==> src/rtl/seq_shifter_pkg.sv <==
// Shared definitions for the multi-cycle shifter: select codes, FSM states
// and the effective shift-count rule.
package shifter_pkg;

  localparam logic [3:0] SEL_SRL = 4'b0100;
  localparam logic [3:0] SEL_SLL = 4'b0101;
  localparam logic [3:0] SEL_ROR = 4'b0110;
  localparam logic [3:0] SEL_SRA = 4'b0111;

  typedef enum logic [1:0] {
    IDLE  = 2'd0,
    SHIFT = 2'd1,
    DONE  = 2'd2
  } state_t;

  function automatic logic op_supported(input logic [3:0] op);
    return (op == SEL_SRL) || (op == SEL_SLL) || (op == SEL_ROR) || (op == SEL_SRA);
  endfunction

  // Shifts saturate at width (everything shifted out); rotates wrap modulo width.
  function automatic int unsigned eff_count(input logic [3:0] op,
                                            input int unsigned amount,
                                            input int unsigned width);
    if (!op_supported(op)) return 0;
    if (op == SEL_ROR) return amount & (width - 1);
    return (amount > width) ? width : amount;
  endfunction

endpackage

==> src/rtl/seq_shifter_if.sv <==
// Request/response bundle between the control unit and the shifter.
interface seq_shifter_if #(
  parameter int WIDTH   = 8,
  parameter int SHAMT_W = 8
);
  logic               START;
  logic [3:0]         SELECT;
  logic [WIDTH-1:0]   DATA1;
  logic [SHAMT_W-1:0] DATA2;
  logic [WIDTH-1:0]   RESULT;
  logic               BUSY;
  logic               DONE;
  logic               ERR;

  modport master (output START, SELECT, DATA1, DATA2,
                  input  RESULT, BUSY, DONE, ERR);
  modport slave  (input  START, SELECT, DATA1, DATA2,
                  output RESULT, BUSY, DONE, ERR);
endinterface

==> src/rtl/seq_shifter_step.sv <==
// Combinational single-bit shift/rotate step applied once per SHIFT cycle.
module shift_step
  import shifter_pkg::*;
#(
  parameter int WIDTH = 8
) (
  input  logic [3:0]       op,
  input  logic [WIDTH-1:0] r,
  output logic [WIDTH-1:0] r_next
);

  always_comb begin
    r_next = r;
    case (op)
      SEL_SRL: r_next = {1'b0, r[WIDTH-1:1]};
      SEL_SLL: r_next = {r[WIDTH-2:0], 1'b0};
      SEL_ROR: r_next = {r[0], r[WIDTH-1:1]};
      SEL_SRA: r_next = {r[WIDTH-1], r[WIDTH-1:1]};
      default: r_next = r;
    endcase
  end

endmodule

==> src/rtl/seq_shifter.sv <==
// Multi-cycle shifter: one bit position per clock under a START/BUSY/DONE
// handshake; the result register is shifted in place.
module seq_shifter
  import shifter_pkg::*;
#(
  parameter  int WIDTH   = 8,
  parameter  int SHAMT_W = 8,
  localparam int CNT_W   = $clog2(WIDTH) + 1
) (
  input  logic CLK,
  input  logic RESET,
  seq_shifter_if.slave bus
);

  state_t             state_q, state_d;
  logic [CNT_W-1:0]   cnt_q, cnt_d, eff;
  logic [WIDTH-1:0]   res_q, res_d, step_r;
  logic [3:0]         op_q, op_d;
  logic               err_q, err_d;
  logic [SHAMT_W-1:0] amt;
  logic               accept;

  shift_step #(.WIDTH(WIDTH)) u_step (
    .op     (op_q),
    .r      (res_q),
    .r_next (step_r)
  );

  assign amt    = bus.DATA2;
  assign accept = bus.START && (state_q != SHIFT);
  assign eff    = CNT_W'(eff_count(bus.SELECT, 32'(amt), WIDTH));

  always_comb begin
    state_d = state_q;
    cnt_d   = cnt_q;
    res_d   = res_q;
    op_d    = op_q;
    err_d   = 1'b0;
    case (state_q)
      IDLE, DONE: begin
        if (accept) begin
          res_d = bus.DATA1;
          op_d  = bus.SELECT;
          cnt_d = eff;
          if (eff != '0) begin
            state_d = SHIFT;
          end else begin
            state_d = DONE;
            err_d   = !op_supported(bus.SELECT);
          end
        end else begin
          state_d = IDLE;
        end
      end
      SHIFT: begin
        res_d = step_r;
        cnt_d = cnt_q - 1'b1;
        if (cnt_q == CNT_W'(1)) state_d = DONE;
      end
      default: state_d = IDLE;
    endcase
  end

  // Reset also clears the result so a discarded operation leaves nothing behind.
  always_ff @(posedge CLK) begin
    if (RESET) begin
      state_q <= IDLE;
      cnt_q   <= '0;
      res_q   <= '0;
      op_q    <= '0;
      err_q   <= 1'b0;
    end else begin
      state_q <= state_d;
      cnt_q   <= cnt_d;
      res_q   <= res_d;
      op_q    <= op_d;
      err_q   <= err_d;
    end
  end

  assign bus.RESULT = res_q;
  assign bus.BUSY   = (state_q == SHIFT);
  assign bus.DONE   = (state_q == DONE);
  assign bus.ERR    = err_q;

endmodule

==> src/flat_wrapper.sv <==
// flat-port wrapper written by rule: the top's interface ports become plain ports
module seq_shifter_flat import shifter_pkg::*;
#(
  parameter  int WIDTH   = 8,
  parameter  int SHAMT_W = 8,
  localparam int CNT_W   = $clog2(WIDTH) + 1
)
  (CLK, RESET, bus_START, bus_SELECT, bus_DATA1, bus_DATA2, bus_RESULT, bus_BUSY, bus_DONE, bus_ERR);
  seq_shifter_if #(.WIDTH(WIDTH), .SHAMT_W(SHAMT_W)) bus_i ();
  input  logic CLK;
  input  logic RESET;
  input wire logic [$bits(bus_i.START)-1:0] bus_START;
  input wire logic [$bits(bus_i.SELECT)-1:0] bus_SELECT;
  input wire logic [$bits(bus_i.DATA1)-1:0] bus_DATA1;
  input wire logic [$bits(bus_i.DATA2)-1:0] bus_DATA2;
  output wire logic [$bits(bus_i.RESULT)-1:0] bus_RESULT;
  output wire logic [$bits(bus_i.BUSY)-1:0] bus_BUSY;
  output wire logic [$bits(bus_i.DONE)-1:0] bus_DONE;
  output wire logic [$bits(bus_i.ERR)-1:0] bus_ERR;
  assign bus_i.START = bus_START;
  assign bus_i.SELECT = bus_SELECT;
  assign bus_i.DATA1 = bus_DATA1;
  assign bus_i.DATA2 = bus_DATA2;
  assign bus_RESULT = bus_i.RESULT;
  assign bus_BUSY = bus_i.BUSY;
  assign bus_DONE = bus_i.DONE;
  assign bus_ERR = bus_i.ERR;
  seq_shifter #(.WIDTH(WIDTH), .SHAMT_W(SHAMT_W)) u_core (.CLK(CLK), .RESET(RESET), .bus(bus_i));
endmodule
==> config.mk <==
export PLATFORM = sky130hd
export DESIGN_NAME = seq_shifter_flat
export DESIGN_NICKNAME = d
export VERILOG_FILES = /design/src/rtl/seq_shifter_pkg.sv /design/src/rtl/seq_shifter_if.sv /design/src/rtl/seq_shifter_step.sv /design/src/rtl/seq_shifter.sv /design/src/flat_wrapper.sv
export SDC_FILE = /design/constraint.sdc
export NUM_CORES = 1
export LEC_CHECK = 0
export ABC_CLOCK_PERIOD_IN_PS = 1900
export CORE_UTILIZATION = 45
export DETAILED_ROUTE_END_ITERATION = 12
export GPL_ROUTABILITY_DRIVEN = 0
export PLACE_DENSITY_LB_ADDON = 0.2
export SKIP_LAST_GASP = 1
export SYNTH_ARGS = -nofsm -noshare
export SYNTH_HDL_FRONTEND = slang
export SYNTH_SLANG_ARGS = --single-unit
==> constraint.sdc <==
create_clock -name CLK -period 1.9 [get_ports CLK]
set_clock_uncertainty 0.05 [all_clocks]
set_input_delay 0.285 -clock CLK [delete_from_list [all_inputs] [get_ports CLK]]
set_output_delay 0.285 -clock CLK [all_outputs]
set_load 0.05 [all_outputs]
==> key figures <==
Worst setup path
  • Worst Setup Path Type: flip-flop to output port
  • R2R Path End: u_core.cnt_q[3]
  • CP cell instances: clkdlybuf4s50_1
  • CP top delay family: buffers and inverters
  • CP startpoint: u_core.bus.RESULT[2]
  • Reg2Reg Setup Slack: 0.31 ns
  • Buffers plus inverters on the worst setup path: 1
  • Required @ worst endpoint: 1.56 ns
  • FF-to-FF Start: u_core.state_q[1]
  • Worst setup SP type: flip-flop
  • R2R depth: 4
  • Crit path capture type: output port
  • CP max stage delay: 0.83 ns
  • Crit path max-delay cell type: clkdlybuf4s50_1
  • Worst path arrival time: 1.51 ns
  • Worst-path fanout max: 4

Detailed routing
  • Via Count: 1009
  • Via-to-Cell Ratio: 5.31
  • Drt initial violations: 9
  • Post-Route WL: 2400 um
  • # DRC: 0
  • Avg WL per Cell: 12.6 um
  • TritonRoute pass-1 iters: 3
  • Routed Antenna Nets: 0

Power
  • Pwr per Cell Area: 640 mW/mm2
  • LEAKAGE: 0.561 nW
  • Peak supply drop: 0.000538 V

Synthesis
  • Top post-synthesis cells by count: nand2_1, dfxtp_1, nor2_1, a21oi_1
  • Ys async rst share: 0
  • Syn Nets: 154
  • #FFs+latches synth: 19
  • Most used flip-flop cell after synthesis: dfxtp_1
  • Post-Syn Area: 0.00109 mm2
  • Synth cell types: 31
  • YS warnings: 0
  • Largest area contributor in the netlist: dfxtp_1
  • Seq/Total Area, Yosys: 0.350
  • Cell with the most instances after synthesis: nand2_1
  • Mux contribution to synthesized area: 0.0657
  • Synth Area in XOR/XNOR: 0
  • Simple logic cell fraction of the synthesized area: 0.236
  • Synth top area share: 0.350
  • Largest family of logic cells by synthesized area: compound AO/OA/AOI/OAI gates
  • Avg Cell Area, Syn: 8.42 um2
  • Top cells by area, synth: dfxtp_1, nand2_1, a21oi_1, mux2i_1, a211o_1
  • Compound-Gate Fraction of Synth Area: 0.256
  • Number of flops mapped to enable cells by yosys: 0
  • Mapped Cells: 129
  • Adder-Cell Fraction of Synth Area: 0.0230

Die
  • Chip Width: 51.1 um
  • Initial core utilization: 0.486
  • Die area: 0.00261 mm2
  • Die Ht: 51.1 um
  • I/O pin count: 34
  • Std cell rows: 17
  • Core Footprint: 0.00223 mm2

Global routing
  • First-pass GRT wire length: 4180 um
  • Initial antenna violation count: 0
  • Largest net degree at the start of global routing: 18
  • GRT Overall Usage: 0.213
  • Vias in the first global route: 992
  • GRT overflow: 0

Finish
  • Fin util: 0.657
  • Final Cell Area: 0.00147 mm2
  • Layout fillers: 208
  • # diodes: 0
  • FF+latch area: 380 um2
  • Multi-input logic area: 631 um2
  • Final layout net count: 188
  • Synth-to-layout area growth: 35.1%
  • Layout cells sized above 1: 0.136

Clock network
  • CTS root buf: clkbuf_4
  • CTS Sinks: 19
  • Clock buffer count from CTS: 3
  • CTS Hold Bufs: 0
  • CTS clk-pin slew, worst paths: 0.12 ns
  • TritonCTS clock tree: built
  • Later-pin clock latency in the skew report: 0.30 ns
  • Clock Tree Buf Depth: 2
  • Htree depth: 1

Timing
  • Period minus WS final: 1.84 ns
  • Actual slew at the worst max-slew pin: 0.508 ns
  • Slew Limit Headroom: 0.661
  • Final setup slack of the worst path: 0.0573 ns
  • Fin crit share: 0.970
  • Setup TNS: 0 ns
  • Final Hold Fails: 0
  • FMAX: 543 MHz
  • RSZ-0062 raised after global routing: false
  • Hold slack final: 0.429 ns
  • Fin. max-slew vios: 0
  • Final Setup Violations: 0

Outcome
  • Status: completed

Hold path
  • HP Start: u_core.op_q[2]
  • Hold Crit Depth: 2
  • HP Class: flip-flop to flip-flop
  • Hold path endpoint: u_core.op_q[2]

Placement
  • Place WS: 0.117 ns
  • Hpwl dp: 1880 um
  • Placed instance area: 0.00143 mm2
  • Port Buffers: 33

Run
  • Maxcap violations: 0
## metrics by stage
step,total power [mW],std cells
floorplan,0.634,129
global placement,0.738,186
detailed placement,0.744,186
CTS,0.942,190
global route,0.989,190
finish,0.939,190
## report_power, final
part	switching, mW	internal [mW]	total, mW
registers	0.0246	0.426	0.451
clock network	0.127	0.0784	0.205
logic	0.154	0.129	0.283
total	0.306	0.633	0.939
## what timing repair did
item,CTS,global route
buffers inserted,0,0
resized for setup,0,3
hold endpoints to repair,0,0
setup endpoints to repair,0,3
## cell families after synthesis
logic type      Yosys count
flops                    19
compound gates           36
buf+inv                  13
fa+ha+maj                 2
simple gates             52
mux                       7
## layout by cell type (no fill, tap or decap), types with 2 or more instances in the layout
| master | n |
|---|---|
| clkdlybuf4s50_1 | 28 |
| nand2_1 | 21 |
| dfxtp_1 | 19 |
| nor2_1 | 13 |
| a21oi_1 | 12 |
| mux2i_1 | 6 |
| a211o_1 | 6 |
| a21oi_2 | 6 |
| buf_4 | 5 |
| inv_1 | 4 |
| o2bb2ai_1 | 4 |
| nand2b_1 | 3 |
| nor4_1 | 3 |
| nor3b_1 | 3 |
| nor3_1 | 3 |
| clkbuf_4 | 3 |
| dlymetal6s2s_1 | 3 |
| nor2b_1 | 2 |
| a211oi_1 | 2 |
| ha_1 | 2 |
## layer usage
metal	part of all wire	track usage	up-vias	routed length [um]
met4	0.014	0.0694	0	34
met2	0.49	0.377	16	1180
met3	0.025	0.0417	6	60
li1	-	-	523	-
met1	0.47	0.254	464	1120
met5	0	0	-	0
## registers in the layout (all words and copies together), names as in the netlist
name and cells:
u_core.cnt_q 4, u_core.bus.RESULT 8, u_core.state_q 2, u_core.op_q 4
u_core.bus.ERR 1
## worst max-delay path by stage
| stage | endpoint | slack [ns] | depth (start not counted) |
|---|---|---|---|
| final | bus_RESULT[2] | 0.06 | 1 |
| after global routing | bus_BUSY | 0.001 | 3 |
| after CTS | bus_RESULT[0] | 0.02 | 1 |
| after detailed placement | u_core.state_q[0] | 0.12 | 5 |
| after global placement | u_core.state_q[0] | 0.12 | 5 |
| after floorplan | u_core.cnt_q[2] | 0.42 | 7 |
## final cells by class
type / instances / share of cell area
multi-input combinational: 97 / 0.430
clock inverter: 1 / 0.00341
sequential: 19 / 0.259
timing repair buffer: 37 / 0.256
clock buffer: 3 / 0.0153
tap: 28 / 0.0239
inverter: 5 / 0.0128
No activity file was read; power rests on OpenSTA's default activity.
